[src/rtl/gemm_tile_scheduler_if.sv]
// Host/PE/SRAM bundle for the GeMM tile scheduler.
// Member names match the scheduler's port list.
interface gemm_tile_scheduler_if #(
  parameter int SizeAddrWidth = 8,
  parameter int AddrWidth     = 16
);
  logic                     start_i;
  logic [SizeAddrWidth-1:0] M_size_i;
  logic [SizeAddrWidth-1:0] K_size_i;
  logic [SizeAddrWidth-1:0] N_size_i;
  logic                     input_valid_i;
  logic [AddrWidth-1:0]     sram_a_addr_o;
  logic [AddrWidth-1:0]     sram_b_addr_o;
  logic [AddrWidth-1:0]     sram_c_addr_o;
  logic                     sram_c_we_o;
  logic                     pe_valid_o;
  logic                     pe_init_save_o;
  logic                     pe_acc_clr_o;
  logic                     busy_o;
  logic                     done_o;

  modport master (
    output start_i, M_size_i, K_size_i, N_size_i,
    output input_valid_i,
    input  sram_a_addr_o, sram_b_addr_o,
    input  sram_c_addr_o, sram_c_we_o,
    input  pe_valid_o, pe_init_save_o, pe_acc_clr_o,
    input  busy_o, done_o
  );

  modport slave (
    input  start_i, M_size_i, K_size_i, N_size_i,
    input  input_valid_i,
    output sram_a_addr_o, sram_b_addr_o,
    output sram_c_addr_o, sram_c_we_o,
    output pe_valid_o, pe_init_save_o, pe_acc_clr_o,
    output busy_o, done_o
  );
endinterface

[src/rtl/gemm_tile_scheduler.sv]
// Output-stationary GeMM tile sequencer: m/n/k loops,
// A/B read addressing, PE controls and C write-back.
module gemm_tile_scheduler #(
  parameter int SizeAddrWidth = 8,
  parameter int AddrWidth     = 16
) (
  input logic clk_i,
  input logic rst_ni,
  gemm_tile_scheduler_if.slave io
);
  localparam int SW = SizeAddrWidth;
  localparam int AW = AddrWidth;

  typedef enum logic [1:0] {
    S_IDLE, S_RUN, S_DRAIN, S_DONE
  } state_e;

  state_e r_state, w_next;
  logic [SW-1:0] r_mt, r_kt, r_nt;
  logic [SW-1:0] r_m, r_n, r_k;
  logic [SW-1:0] r_m1, r_n1, r_k1;
  logic          r_v1, r_we;
  logic [AW-1:0] r_caddr;
  logic w_issue, w_zero, w_wr1;
  logic w_k_last, w_n_last, w_m_last, w_last;

  assign w_issue  = (r_state == S_RUN) && io.input_valid_i;
  assign w_k_last = (r_k == r_kt - SW'(1));
  assign w_n_last = (r_n == r_nt - SW'(1));
  assign w_m_last = (r_m == r_mt - SW'(1));
  assign w_last   = w_k_last && w_n_last && w_m_last;
  assign w_zero   = (io.M_size_i == '0) || (io.K_size_i == '0)
                 || (io.N_size_i == '0);
  assign w_wr1    = r_v1 && (r_k1 == r_kt - SW'(1));

  always_ff @(posedge clk_i or negedge rst_ni) begin
    if (!rst_ni) r_state <= S_IDLE;
    else         r_state <= w_next;
  end

  // DRAIN ends once the write is out and stage 1 is empty
  always_comb begin
    w_next = r_state;
    unique case (r_state)
      S_IDLE:  if (io.start_i) w_next = w_zero ? S_DONE : S_RUN;
      S_RUN:   if (w_issue && w_last) w_next = S_DRAIN;
      S_DRAIN: if (r_we && !r_v1) w_next = S_DONE;
      S_DONE:  w_next = S_IDLE;
      default: w_next = S_IDLE;
    endcase
  end

  always_ff @(posedge clk_i or negedge rst_ni) begin
    if (!rst_ni) begin
      r_mt <= '0;
      r_kt <= '0;
      r_nt <= '0;
      r_m  <= '0;
      r_n  <= '0;
      r_k  <= '0;
    end else if (r_state == S_IDLE && io.start_i) begin
      r_mt <= io.M_size_i;
      r_kt <= io.K_size_i;
      r_nt <= io.N_size_i;
      r_m  <= '0;
      r_n  <= '0;
      r_k  <= '0;
    end else if (w_issue) begin
      if (!w_k_last) begin
        r_k <= r_k + SW'(1);
      end else begin
        r_k <= '0;
        if (!w_n_last) begin
          r_n <= r_n + SW'(1);
        end else begin
          r_n <= '0;
          r_m <= w_m_last ? '0 : r_m + SW'(1);
        end
      end
    end
  end

  always_ff @(posedge clk_i or negedge rst_ni) begin
    if (!rst_ni) begin
      r_v1    <= 1'b0;
      r_m1    <= '0;
      r_n1    <= '0;
      r_k1    <= '0;
      r_we    <= 1'b0;
      r_caddr <= '0;
    end else begin
      r_v1 <= w_issue;
      if (w_issue) begin
        r_m1 <= r_m;
        r_n1 <= r_n;
        r_k1 <= r_k;
      end
      r_we <= w_wr1;
      if (w_wr1)
        r_caddr <= AW'(r_m1) * AW'(r_nt) + AW'(r_n1);
    end
  end

  assign io.sram_a_addr_o  = AW'(r_m) * AW'(r_kt) + AW'(r_k);
  assign io.sram_b_addr_o  = AW'(r_k) * AW'(r_nt) + AW'(r_n);
  assign io.sram_c_addr_o  = r_caddr;
  assign io.sram_c_we_o    = r_we;
  assign io.pe_valid_o     = r_v1;
  assign io.pe_init_save_o = r_v1 && (r_k1 == '0);
  assign io.busy_o         = (r_state == S_RUN) || (r_state == S_DRAIN);
  assign io.pe_acc_clr_o   = !io.busy_o;
  assign io.done_o         = (r_state == S_DONE);
endmodule

[src/flat_wrapper.sv]
// flat-port wrapper written by rule: the top's interface ports become plain ports
module gemm_tile_scheduler_flat 
#(
  parameter int SizeAddrWidth = 8,
  parameter int AddrWidth     = 16
)
  (clk_i, rst_ni, io_start_i, io_M_size_i, io_K_size_i, io_N_size_i, io_input_valid_i, io_sram_a_addr_o, io_sram_b_addr_o, io_sram_c_addr_o, io_sram_c_we_o, io_pe_valid_o, io_pe_init_save_o, io_pe_acc_clr_o, io_busy_o, io_done_o);
  gemm_tile_scheduler_if #(.SizeAddrWidth(SizeAddrWidth), .AddrWidth(AddrWidth)) io_i ();
  input logic clk_i;
  input logic rst_ni;
  input wire logic [$bits(io_i.start_i)-1:0] io_start_i;
  input wire logic [$bits(io_i.M_size_i)-1:0] io_M_size_i;
  input wire logic [$bits(io_i.K_size_i)-1:0] io_K_size_i;
  input wire logic [$bits(io_i.N_size_i)-1:0] io_N_size_i;
  input wire logic [$bits(io_i.input_valid_i)-1:0] io_input_valid_i;
  output wire logic [$bits(io_i.sram_a_addr_o)-1:0] io_sram_a_addr_o;
  output wire logic [$bits(io_i.sram_b_addr_o)-1:0] io_sram_b_addr_o;
  output wire logic [$bits(io_i.sram_c_addr_o)-1:0] io_sram_c_addr_o;
  output wire logic [$bits(io_i.sram_c_we_o)-1:0] io_sram_c_we_o;
  output wire logic [$bits(io_i.pe_valid_o)-1:0] io_pe_valid_o;
  output wire logic [$bits(io_i.pe_init_save_o)-1:0] io_pe_init_save_o;
  output wire logic [$bits(io_i.pe_acc_clr_o)-1:0] io_pe_acc_clr_o;
  output wire logic [$bits(io_i.busy_o)-1:0] io_busy_o;
  output wire logic [$bits(io_i.done_o)-1:0] io_done_o;
  assign io_i.start_i = io_start_i;
  assign io_i.M_size_i = io_M_size_i;
  assign io_i.K_size_i = io_K_size_i;
  assign io_i.N_size_i = io_N_size_i;
  assign io_i.input_valid_i = io_input_valid_i;
  assign io_sram_a_addr_o = io_i.sram_a_addr_o;
  assign io_sram_b_addr_o = io_i.sram_b_addr_o;
  assign io_sram_c_addr_o = io_i.sram_c_addr_o;
  assign io_sram_c_we_o = io_i.sram_c_we_o;
  assign io_pe_valid_o = io_i.pe_valid_o;
  assign io_pe_init_save_o = io_i.pe_init_save_o;
  assign io_pe_acc_clr_o = io_i.pe_acc_clr_o;
  assign io_busy_o = io_i.busy_o;
  assign io_done_o = io_i.done_o;
  gemm_tile_scheduler #(.SizeAddrWidth(SizeAddrWidth), .AddrWidth(AddrWidth)) u_core (.clk_i(clk_i), .rst_ni(rst_ni), .io(io_i));
endmodule
[config.mk]
export PLATFORM = sky130hd
export DESIGN_NAME = gemm_tile_scheduler_flat
export DESIGN_NICKNAME = d
export VERILOG_FILES = /design/src/rtl/gemm_tile_scheduler_if.sv /design/src/rtl/gemm_tile_scheduler.sv /design/src/flat_wrapper.sv
export SDC_FILE = /design/constraint.sdc
export NUM_CORES = 1
export LEC_CHECK = 0
export CORE_UTILIZATION = 40
export CTS_CLUSTER_DIAMETER = 150
export DETAILED_ROUTE_END_ITERATION = 10
export GPL_TIMING_DRIVEN = 0
export PLACE_DENSITY = 0.67
export SETUP_SLACK_MARGIN = 0.15
export SYNTH_ARGS = -nofsm -noshare
export SYNTH_HDL_FRONTEND = slang
export SYNTH_SLANG_ARGS = --single-unit
[constraint.sdc]
create_clock -name clk_i -period 13.6 [get_ports clk_i]
set_input_delay 2.04 -clock clk_i [delete_from_list [all_inputs] [get_ports clk_i]]
set_output_delay 2.04 -clock clk_i [all_outputs]
set_load 0.03 [all_outputs]
==> results_dict.tcl <==
set metrics [dict create \
    status "finished, final reports clean" \
    drt-initial-drc-count 556 \
    p_clk_frac 0.473 \
    critPathMaxFanout 10 \
    critPathMostFrequentCell "fa_1" \
    hold_path.class "reg2reg" \
    whs_ps 476.5 \
    netlist_instances 1326 \
    antenna_found_initial 0 \
    maxCapViolations 0 \
    ys_warn_count 0 \
    core_area_mm2 0.02886 \
    rows 62 \
    period_share 0.6094 \
    ir_worst_vdd_v 0.00008535 \
    antenna_cells 0 \
    synth_nets 1605 \
    swShare 0.2514 \
    h-tree-depth 3 \
    cts_tree "built" \
    num_vias 9223 \
    grt_max_degree 69 \
    yosys.cell_count.top_type "inv_1" \
    utilization 0.4649 \
    stdcell_count 1808 \
    chipWidth_um 173.7 \
    clkSinkCount 92 \
    ys_ff_latch 92 \
    cp_top_family "adder cells" \
    synth_edf_count 0 \
    period_needed_ps 8288 \
    dp.cells 1792 \
    setup-violations-final 0 \
    avgSynthCellArea_um2 8.894 \
    synth.top_cell.area_share 0.2241 \
    timing.slew.headroom 0.3712 \
    drc_errors 0 \
    drive_above_1_share 0.04143 \
    crit_type "reg2out" \
    port_buffers 81 \
    clk_path_buf_depth 2 \
    power.internal_uw 412.5 \
    end_kind "output pin" \
    slowest_delay_ps 700 \
    power.density_mw_per_mm2 41.07 \
    tns_ps 0 \
    grt_overflow 0 \
    skew_ps 11.80 \
    cp_num_buf_inv 6 \
    p_seq_frac 0.496 \
    wirelength_um 28060 \
    ys_top_cells_by_count "205 x inv_1, 182 x nand2_1, 132 x fa_1" \
    rsz0062_at_grt "no" \
    io_pins 82 \
    hold_viol 0 \
    avgRoutedWirePerCell_um 15.52 \
    placed_cell_area_mm2 0.01311 \
    slew_violations 0 \
    worstSetupStartpointType "register" \
    cts_root_buf "clkbuf_16" \
    fillers 2834 \
    crit_required_ps 11560 \
    cts.repair.resized 0 \
    place.gp.congestion 0.8922 \
    hpwl_um 22890 \
    clock_latency_ps 360 \
    dr.pass1.iters 5 \
    path_cells "clkbuf_1 -> buf_1 -> nand2_1 -> fa_1 -> inv_1 -> fa_1 -> ha_1 -> inv_1 -> fa_1 -> inv_1 -> fa_1 -> a21o_1 -> a21oi_1 -> nor2b_1 -> o211ai_1 -> nand3_1 -> o41ai_1 -> xnor2_1 -> clkdlybuf4s50_1" \
    post_cts_buffers 0 \
    ant_nets 0 \
    fin_area_mm2 0.01342 \
    viasPerCell 5.101 \
    power.share.combinational 0.031 \
    grtUsageTotal 0.1962 \
    synth_cell_type_count 70 \
    die_h_um 173.7 \
    fin_nets 1698 \
    start_util 0.4087 \
    area_growth_pct 13.76 \
    grt_pass1_vias 9561 \
    dieArea_mm2 0.03018 \
    p_leak_nw 6.843 \
    clkTransAtPathRegs_ps 80 \
    hold_buffers 0 \
    power.switching_uw 138.5 \
    yosys-top-cells-area "fa_1 22%, dfrtp_1 20%, ha_1 13%" \
    grt_first_pass_wirelength_um 47610 \
    worst_pin_slew_ps 931.4 \
    synth_area_mm2 0.01179 \
    ys_seq_area_frac 0.1952 \
    crit_slowest_cell "clkdlybuf4s50_1" \
    synth_ff_type "dfrtp_1" \
    synthArstFlopShare 1.000 \
    fmax_mhz 120.7 \
    numCtsBuffers 9 \
    cp.arrival_ps 6250 \
    yosys.area.top_type "fa_1" \
]
==> power groups by stage <==
stage / clock (mW) / sequential (mW) / combinational, mW
CTS: 0.264 / 0.273 / 0.0175
global placement: 0 / 0.279 / 0.0164
floorplan: 0 / 0.279 / 0.000461
detailed placement: 0 / 0.279 / 0.0174
finish: 0.261 / 0.273 / 0.0171
global route: 0.274 / 0.273 / 0.0186
==> tightest hold or removal path, cell delays in order (launching register included) <==
cell and delay [ps]:
dfrtp_1 340, nand2_1 50, o21ai_0 60
==> cell usage in the layout, fill, tap and decap left out, types with 4 or more instances in the layout <==
cell	instances
a211oi_1	4
a21o_1	12
a21oi_1	27
and2_1	120
and3_1	7
clkbuf_1	52
clkbuf_16	9
clkdlybuf4s50_1	80
dfrtp_1	92
fa_1	132
ha_1	119
inv_1	205
mux2_2	17
nand2_1	182
nand2b_1	7
nand3_1	22
nand4_1	10
nor2_1	44
nor2b_1	11
nor3_1	18
nor3b_1	7
nor4_1	9
o211ai_1	9
o21a_1	5
o21ai_0	51
or2_2	5
or3_1	13
xnor2_1	53
xor2_1	22
==> layer usage <==
metal | up-vias | wire length (um) | GRT usage
li1 | 4415 | - | -
met1 | 4576 | 12800 | 0.2575
met2 | 195 | 13670 | 0.3385
met3 | 37 | 1095 | 0.02763
met4 | 0 | 498 | 0.05154
met5 | - | 0 | 0
==> cell type report <==
class	count	area (um^2)	area share
sequential	92	2302	0.1716
clock buffer	9	225.2	0.01679
inverter	206	773.2	0.05763
tap	384	480.5	0.03581
timing repair buffer	82	835.8	0.06230
buffer	59	232.7	0.01735
multi-input combinational	969	8486	0.6325
clock inverter	7	81.33	0.006062
==> kinds of logic (layout without fill, tap and decap cells) <==
kind of cell,count (synthesis),in the layout,share of synthesized area
DFF,92,92,0.1952
muxes,18,18,0.01708
and+or+nand+nor,478,478,0.2105
xor gates and xnor gates,78,78,0.06153
buffers and inverters,265,363,0.08530
adders and majority gates,251,251,0.3503
AOI/OAI and AO/OA,144,144,0.08010
==> state kept, by name (all words and copies together), names as in the netlist, 2 cells and up <==
| signal | cells |
|---|---|
| u_core.r_m1 | 8 |
| u_core.r_n | 8 |
| u_core.r_m | 8 |
| u_core.r_mt | 8 |
| u_core.r_k | 8 |
| u_core.r_kt | 8 |
| u_core.r_state | 2 |
| u_core.io.sram_c_addr_o | 16 |
| u_core.r_n1 | 8 |
| u_core.r_nt | 8 |
| u_core.r_k1 | 8 |
==> per-stage QoR <==
step                      setup slack (ps)  total power [mW]
final                                 5312            0.5510
after global placement                5725            0.2953
after floorplan                       6856            0.2793
after CTS                             5264            0.5546
after global routing                  4900            0.5663
after detailed placement              5673            0.2961
==> path summary, 6_finish.rpt <==
kind / slack (ps) / start / end / depth (start not counted)
min in group asynchronous: 1600 / rst_ni / u_core.io.sram_c_addr_o[14] / 1
min reg2reg: 480 / u_core.io.sram_c_addr_o[7] / u_core.io.sram_c_addr_o[7] / 2
max in group asynchronous: 11330 / rst_ni / u_core.r_k[1] / 2
max reg2reg: 8050 / u_core.r_nt[0] / u_core.io.sram_c_addr_o[12] / 18
max: 5310 / u_core.r_nt[0] / io_sram_b_addr_o[15] / 19
min: 480 / u_core.io.sram_c_addr_o[7] / u_core.io.sram_c_addr_o[7] / 2
Note: power is estimated with default switching activity, not from simulation.
